==> src/rtl/shiftleft_seq.sv <==
// shiftleft_seq: multi-cycle logical left shifter.
// The shift amount is split into power-of-two stages (2**(SHAMT_WIDTH-1) .. 1),
// one stage per clock on a single shared work register, so latency is fixed
// regardless of the amount. Any 1-bit pushed past the MSB sets overflow.
module shiftleft_seq #(
    parameter int SHAMT_WIDTH = 5,
    parameter int WIDTH       = 2 ** SHAMT_WIDTH
) (
    input  logic                   clock,
    input  logic                   reset,
    input  logic                   ctrl_shift,
    input  logic [WIDTH-1:0]       data_operand,
    input  logic [SHAMT_WIDTH-1:0] ctrl_shiftamt,
    output logic                   ready_in,
    output logic                   busy,
    output logic                   data_resultRDY,
    output logic [WIDTH-1:0]       data_result,
    output logic                   overflow
);

    // Stage index only needs to count SHAMT_WIDTH-1 down to 0.
    localparam int STG_W = (SHAMT_WIDTH > 1) ? $clog2(SHAMT_WIDTH) : 1;
    localparam logic [STG_W-1:0]       STAGE_LAST = STG_W'(SHAMT_WIDTH - 1);
    localparam logic [SHAMT_WIDTH:0]   WIDTH_L    = (SHAMT_WIDTH + 1)'(WIDTH);

    typedef enum logic [1:0] {
        ST_IDLE,
        ST_SHIFT,
        ST_DONE
    } state_t;

    state_t                 state_q, state_d;
    logic [STG_W-1:0]       stage_q, stage_d;
    logic [WIDTH-1:0]       work_q, work_d;
    logic [SHAMT_WIDTH-1:0] amt_q, amt_d;
    logic                   ovf_q, ovf_d;

    logic                   accept;
    logic                   stage_en;
    logic [SHAMT_WIDTH:0]   step;
    logic [WIDTH-1:0]       shifted;
    logic                   dropped;

    // A start is taken whenever the block is not mid-shift (IDLE or DONE).
    always_comb begin
        accept = ctrl_shift && (state_q != ST_SHIFT);
    end

    // Stage datapath: shift by 2**stage and detect 1-bits leaving the MSB end.
    always_comb begin
        step     = (SHAMT_WIDTH + 1)'(1) << stage_q;
        shifted  = work_q << step;
        dropped  = |(work_q >> (WIDTH_L - step));
        stage_en = amt_q[stage_q];
    end

    // State register.
    always_ff @(posedge clock or negedge reset) begin
        if (!reset) begin
            state_q <= ST_IDLE;
        end else begin
            state_q <= state_d;
        end
    end

    // Next-state logic.
    always_comb begin
        state_d = state_q;
        unique case (state_q)
            ST_IDLE: begin
                if (accept) state_d = ST_SHIFT;
            end
            ST_SHIFT: begin
                if (stage_q == '0) state_d = ST_DONE;
            end
            ST_DONE: begin
                state_d = accept ? ST_SHIFT : ST_IDLE;
            end
            default: state_d = ST_IDLE;
        endcase
    end

    // Datapath next values: load on accept, one stage per SHIFT cycle.
    always_comb begin
        stage_d = stage_q;
        work_d  = work_q;
        amt_d   = amt_q;
        ovf_d   = ovf_q;
        if (accept) begin
            stage_d = STAGE_LAST;
            work_d  = data_operand;
            amt_d   = ctrl_shiftamt;
            ovf_d   = 1'b0;
        end else if (state_q == ST_SHIFT) begin
            if (stage_en) begin
                work_d = shifted;
                ovf_d  = ovf_q | dropped;
            end
            if (stage_q != '0) begin
                stage_d = stage_q - STG_W'(1);
            end
        end
    end

    // Datapath registers.
    always_ff @(posedge clock or negedge reset) begin
        if (!reset) begin
            stage_q <= STAGE_LAST;
            work_q  <= '0;
            amt_q   <= '0;
            ovf_q   <= 1'b0;
        end else begin
            stage_q <= stage_d;
            work_q  <= work_d;
            amt_q   <= amt_d;
            ovf_q   <= ovf_d;
        end
    end

    // Outputs decoded from state and registers only.
    always_comb begin
        ready_in       = (state_q != ST_SHIFT);
        busy           = (state_q == ST_SHIFT);
        data_resultRDY = (state_q == ST_DONE);
        data_result    = work_q;
        overflow       = ovf_q;
    end

endmodule

==> config.mk <==
export PLATFORM = sky130hd
export DESIGN_NAME = shiftleft_seq
export DESIGN_NICKNAME = d
export VERILOG_FILES = /design/src/rtl/shiftleft_seq.sv
export SDC_FILE = /design/constraint.sdc
export NUM_CORES = 1
export LEC_CHECK = 0
export CAP_MARGIN = 5
export CORE_UTILIZATION = 45
export CTS_CLUSTER_SIZE = 24
export DETAILED_ROUTE_END_ITERATION = 12
export PLACE_DENSITY = 0.67
export SETUP_SLACK_MARGIN = 0.2
export SYNTH_ARGS = -nofsm -noshare
export SYNTH_HDL_FRONTEND = slang
export SYNTH_SLANG_ARGS = --single-unit
export TNS_END_PERCENT = 1
==> constraint.sdc <==
create_clock -name clock -period 10.1 [get_ports clock]
set_input_delay 1.515 -clock clock [delete_from_list [all_inputs] [get_ports clock]]
set_output_delay 1.515 -clock clock [all_outputs]
set_load 0.01 [all_outputs]
==> flow_metrics.tcl <==
set metrics [dict create \
    run_status "completed" \
    max_cap_viol_count 0 \
    holdWs_ns 0.494 \
    effective_utilization_at_floorplan_pct 46.6 \
    max_slew_margin_pct 19.6 \
    post_cts_resized 0 \
    p_sw_share_pct 54.8 \
    p_leak_nw 2.32 \
    drive_gt1_share_pct 5.77 \
    numCtsBuffers 5 \
    syn-mean-instance-area_sq_um 7.79 \
    critical_path.reg2reg.startpoint "stage_q[0]" \
    worstPathRequired_ns 10.30 \
    power_frac_seq_pct 20.6 \
    grt_start_max_net_pins 44 \
    place.detailed.hpwl_um 11400 \
    report.final.hold_viol_count 0 \
    critPathKind "flip-flop to flip-flop" \
    power.share.combinational_pct 72.0 \
    count_of_unresolved_drc_violations_after_routing 0 \
    fin_worst_skew_ns 0.0184 \
    post_synth_instance_area_sq_mm 0.00456 \
    yosysTopAreaCellShare_pct 23.1 \
    synthDominantAreaCellType "sky130_fd_sc_hd__dfrtp_1" \
    cts.repair_timing.setup_buffer_count 0 \
    htree_levels 2 \
    timing.final.crit_share_pct 53.3 \
    globalplace.congestion 1.02 \
    endpoint_kind "flip-flop" \
    area.growth.synth_to_final_pct 18.7 \
    hold_path.class "flip-flop to flip-flop" \
    dieHeight_um 103 \
    cts_tree "built" \
    yosysMostFrequentCell "sky130_fd_sc_hd__nand2_1" \
    rsz0062_at_grt "no" \
    cts_root_buffer "sky130_fd_sc_hd__clkbuf_8" \
    ant_nets 0 \
    worst_path_fanout_max 41 \
    slew_violations 0 \
    data_arrival_time_of_the_worst_path_ns 5.58 \
    routed_wirelength_um 15900 \
    power.density_mw_per_mm2 429 \
    p_switching_mw 1.27 \
    worstSetupStartpoint "stage_q[0]" \
    cts_hold_buffers 0 \
    clkSlewWorstSetupHoldPaths_ns 0.10 \
    final_report_setup_violation_count 0 \
    post_synth_inst_count 585 \
    ioPinCount 76 \
    num_rows 36 \
    synth.distinct_cells 66 \
    vdd_drop_max_mv 0.189 \
    avg_wl_per_cell_um 21.0 \
    synth_top_cells_by_area "sky130_fd_sc_hd__dfrtp_1 23%, sky130_fd_sc_hd__mux2i_1 15%, sky130_fd_sc_hd__a21oi_1 6.0%" \
    syn-num-nets 631 \
    globalRouteOverflowTotal 0 \
    achievable-frequency_mhz 186 \
    cts_sinks 43 \
    start_point_of_the_worst_hold_path "state_q[0]" \
    clkPwrFrac_pct 7.4 \
    grt_pass1_vias 4551 \
    synth_top_cells_by_count "73 x sky130_fd_sc_hd__nand2_1, 69 x sky130_fd_sc_hd__mux2i_1, 56 x sky130_fd_sc_hd__nor2_1" \
    synth-seq-cells 43 \
    insertedDiodeCount 0 \
    die_w_um 103 \
    floorplan.die_area_sq_mm 0.0105 \
    final.fill_count 944 \
    stdcell_count 757 \
    max-clock-path-buffers 2 \
    total_core_area_sq_mm 0.00977 \
    timing.critical_path.from_type "flip-flop" \
    tns_ns 0 \
    worstSkewPairLatency_ns 0.32 \
    design_area_sq_mm 0.00541 \
    internal_power_mw 1.05 \
    synth_enable_flop_cells 0 \
    main_flop_type_after_synthesis "sky130_fd_sc_hd__dfrtp_1" \
    antenna_violations_before_repair 0 \
    worst_slew_pin_slew_ns 1.20 \
    async_reset_ff_share_pct 100 \
    post_dp_cell_area_sq_mm 0.00528 \
    global_route_wire_length_before_repair_um 25000 \
    layout.nets 669 \
    total_of_buffers_placed_on_input_and_output_ports 75 \
    finalPower_mw 2.32 \
    yosysSeqAreaShare_pct 23.6 \
    post-place-cells 749 \
    min_period_ns 5.38 \
    grtUsageTotal_pct 31.2 \
    drt-initial-drc-count 663 \
    drt-vias-per-instance 6.57 \
    detail_route.first_pass.iterations 7 \
    routed-via-count 4973 \
    synth_warnings 0 \
]
==> cell usage in the layout (no fill, tap or decap), types with 3 or more instances in the layout <==
cell                               n
sky130_fd_sc_hd__a21oi_1          55
sky130_fd_sc_hd__dfrtp_1          42
sky130_fd_sc_hd__a22oi_1          12
sky130_fd_sc_hd__a32o_1            5
sky130_fd_sc_hd__clkdlybuf4s50_1  74
sky130_fd_sc_hd__clkbuf_8          5
sky130_fd_sc_hd__a211oi_1         12
sky130_fd_sc_hd__o21bai_1          3
sky130_fd_sc_hd__a221o_1          10
sky130_fd_sc_hd__a211o_1           5
sky130_fd_sc_hd__nand3_1          25
sky130_fd_sc_hd__nand2b_1          3
sky130_fd_sc_hd__a221oi_1          5
sky130_fd_sc_hd__nor3_1            8
sky130_fd_sc_hd__inv_1            10
sky130_fd_sc_hd__nand2_1          73
sky130_fd_sc_hd__nor2b_1           6
sky130_fd_sc_hd__o31ai_1           3
sky130_fd_sc_hd__or3_1             3
sky130_fd_sc_hd__a31oi_1           4
sky130_fd_sc_hd__o211ai_1         10
sky130_fd_sc_hd__ha_1              6
sky130_fd_sc_hd__nor2_1           55
sky130_fd_sc_hd__o21ai_0          18
sky130_fd_sc_hd__nor3b_1           3
sky130_fd_sc_hd__mux4_2            3
sky130_fd_sc_hd__mux2_2            5
sky130_fd_sc_hd__and2_1            3
sky130_fd_sc_hd__a32oi_1           5
sky130_fd_sc_hd__mux2i_1          69
sky130_fd_sc_hd__a222oi_1          3
sky130_fd_sc_hd__nor4_1            4
sky130_fd_sc_hd__and3_1            5
sky130_fd_sc_hd__and3b_1           7
sky130_fd_sc_hd__buf_4             8
sky130_fd_sc_hd__o22ai_1          15
==> final cells by class <==
type / count / area [sq um] / area share, %
multi-input cells: 477 / 3180 / 58.7
flip-flops and latches: 43 / 1080 / 19.9
repair buffers: 83 / 806 / 14.9
well taps: 133 / 166 / 3.08
clock buffers: 6 / 72.6 / 1.34
clock inverters: 2 / 60.1 / 1.11
inverters: 13 / 51.3 / 0.948
==> flip-flops by register name (all words and copies together), names as in the netlist <==
name / flops
stage_q: 3
amt_q: 5
data_result: 32
overflow: 1
state_q: 2
==> power groups by stage <==
stage / Combinational, mW / Clock [mW] / Sequential, mW
finish: 1.67 / 0.171 / 0.479
global route: 1.81 / 0.178 / 0.487
CTS: 1.64 / 0.169 / 0.465
detailed placement: 1.63 / 0 / 0.468
global placement: 1.61 / 0 / 0.468
floorplan: 1.20 / 0 / 0.389
==> worst max-delay path, stage by stage, from the launching register on <==
cell                       delay (ns)
sky130_fd_sc_hd__dfrtp_1         0.48
sky130_fd_sc_hd__inv_1           0.14
sky130_fd_sc_hd__ha_1            0.15
sky130_fd_sc_hd__buf_4           0.28
sky130_fd_sc_hd__and2b_2         0.88
sky130_fd_sc_hd__inv_4           0.35
sky130_fd_sc_hd__ha_1            1.09
sky130_fd_sc_hd__inv_1           0.45
sky130_fd_sc_hd__o211ai_1        0.30
sky130_fd_sc_hd__o211ai_1        0.15
sky130_fd_sc_hd__a21oi_1         0.19
sky130_fd_sc_hd__mux2i_1         0.08
sky130_fd_sc_hd__or3_1           0.33
sky130_fd_sc_hd__a211oi_1        0.22
sky130_fd_sc_hd__o22ai_1         0.13
==> worst paths after layout <==
check	cells past startpoint	slack, ns	endpoint
max in group asynchronous	1	8.12	amt_q[0]
max	14	4.72	overflow
max reg2reg	14	4.72	overflow
min reg2reg	1	0.49	state_q[0]
min in group asynchronous	1	1.33	overflow
min	1	0.49	state_q[0]
==> through the flow <==
step           setup slack (ns)  utilization (%)
2_1_floorplan              6.40                -
3_3_place_gp               5.09             54.0
3_5_place_dp               4.86             54.0
4_1_cts                    4.84             55.4
5_1_grt                    4.25             55.4
6_report                   4.72             55.4
==> kinds of logic after synthesis <==
group / Yosys count / synth area share (%)
AOI/OAI and AO/OA: 186 / 28.3
DFF: 43 / 23.6
xor gates and xnor gates: 4 / 1.10
and+or+nand+nor: 203 / 20.5
adders and majority gates: 6 / 1.65
muxes: 78 / 18.1
buffers and inverters: 65 / 6.73
==> per-layer routing <==
metal | track usage, % | routed length, um | vias to the layer above | part of all wire, %
met2 | 45.1 | 6970 | 325 | 44
met5 | 0 | 0 | - | 0
met1 | 47.3 | 6880 | 2347 | 43
met4 | 10.0 | 313 | 0 | 2.0
li1 | - | - | 2276 | -
met3 | 4.61 | 1750 | 25 | 11
(Power assumes the default switching activity.)
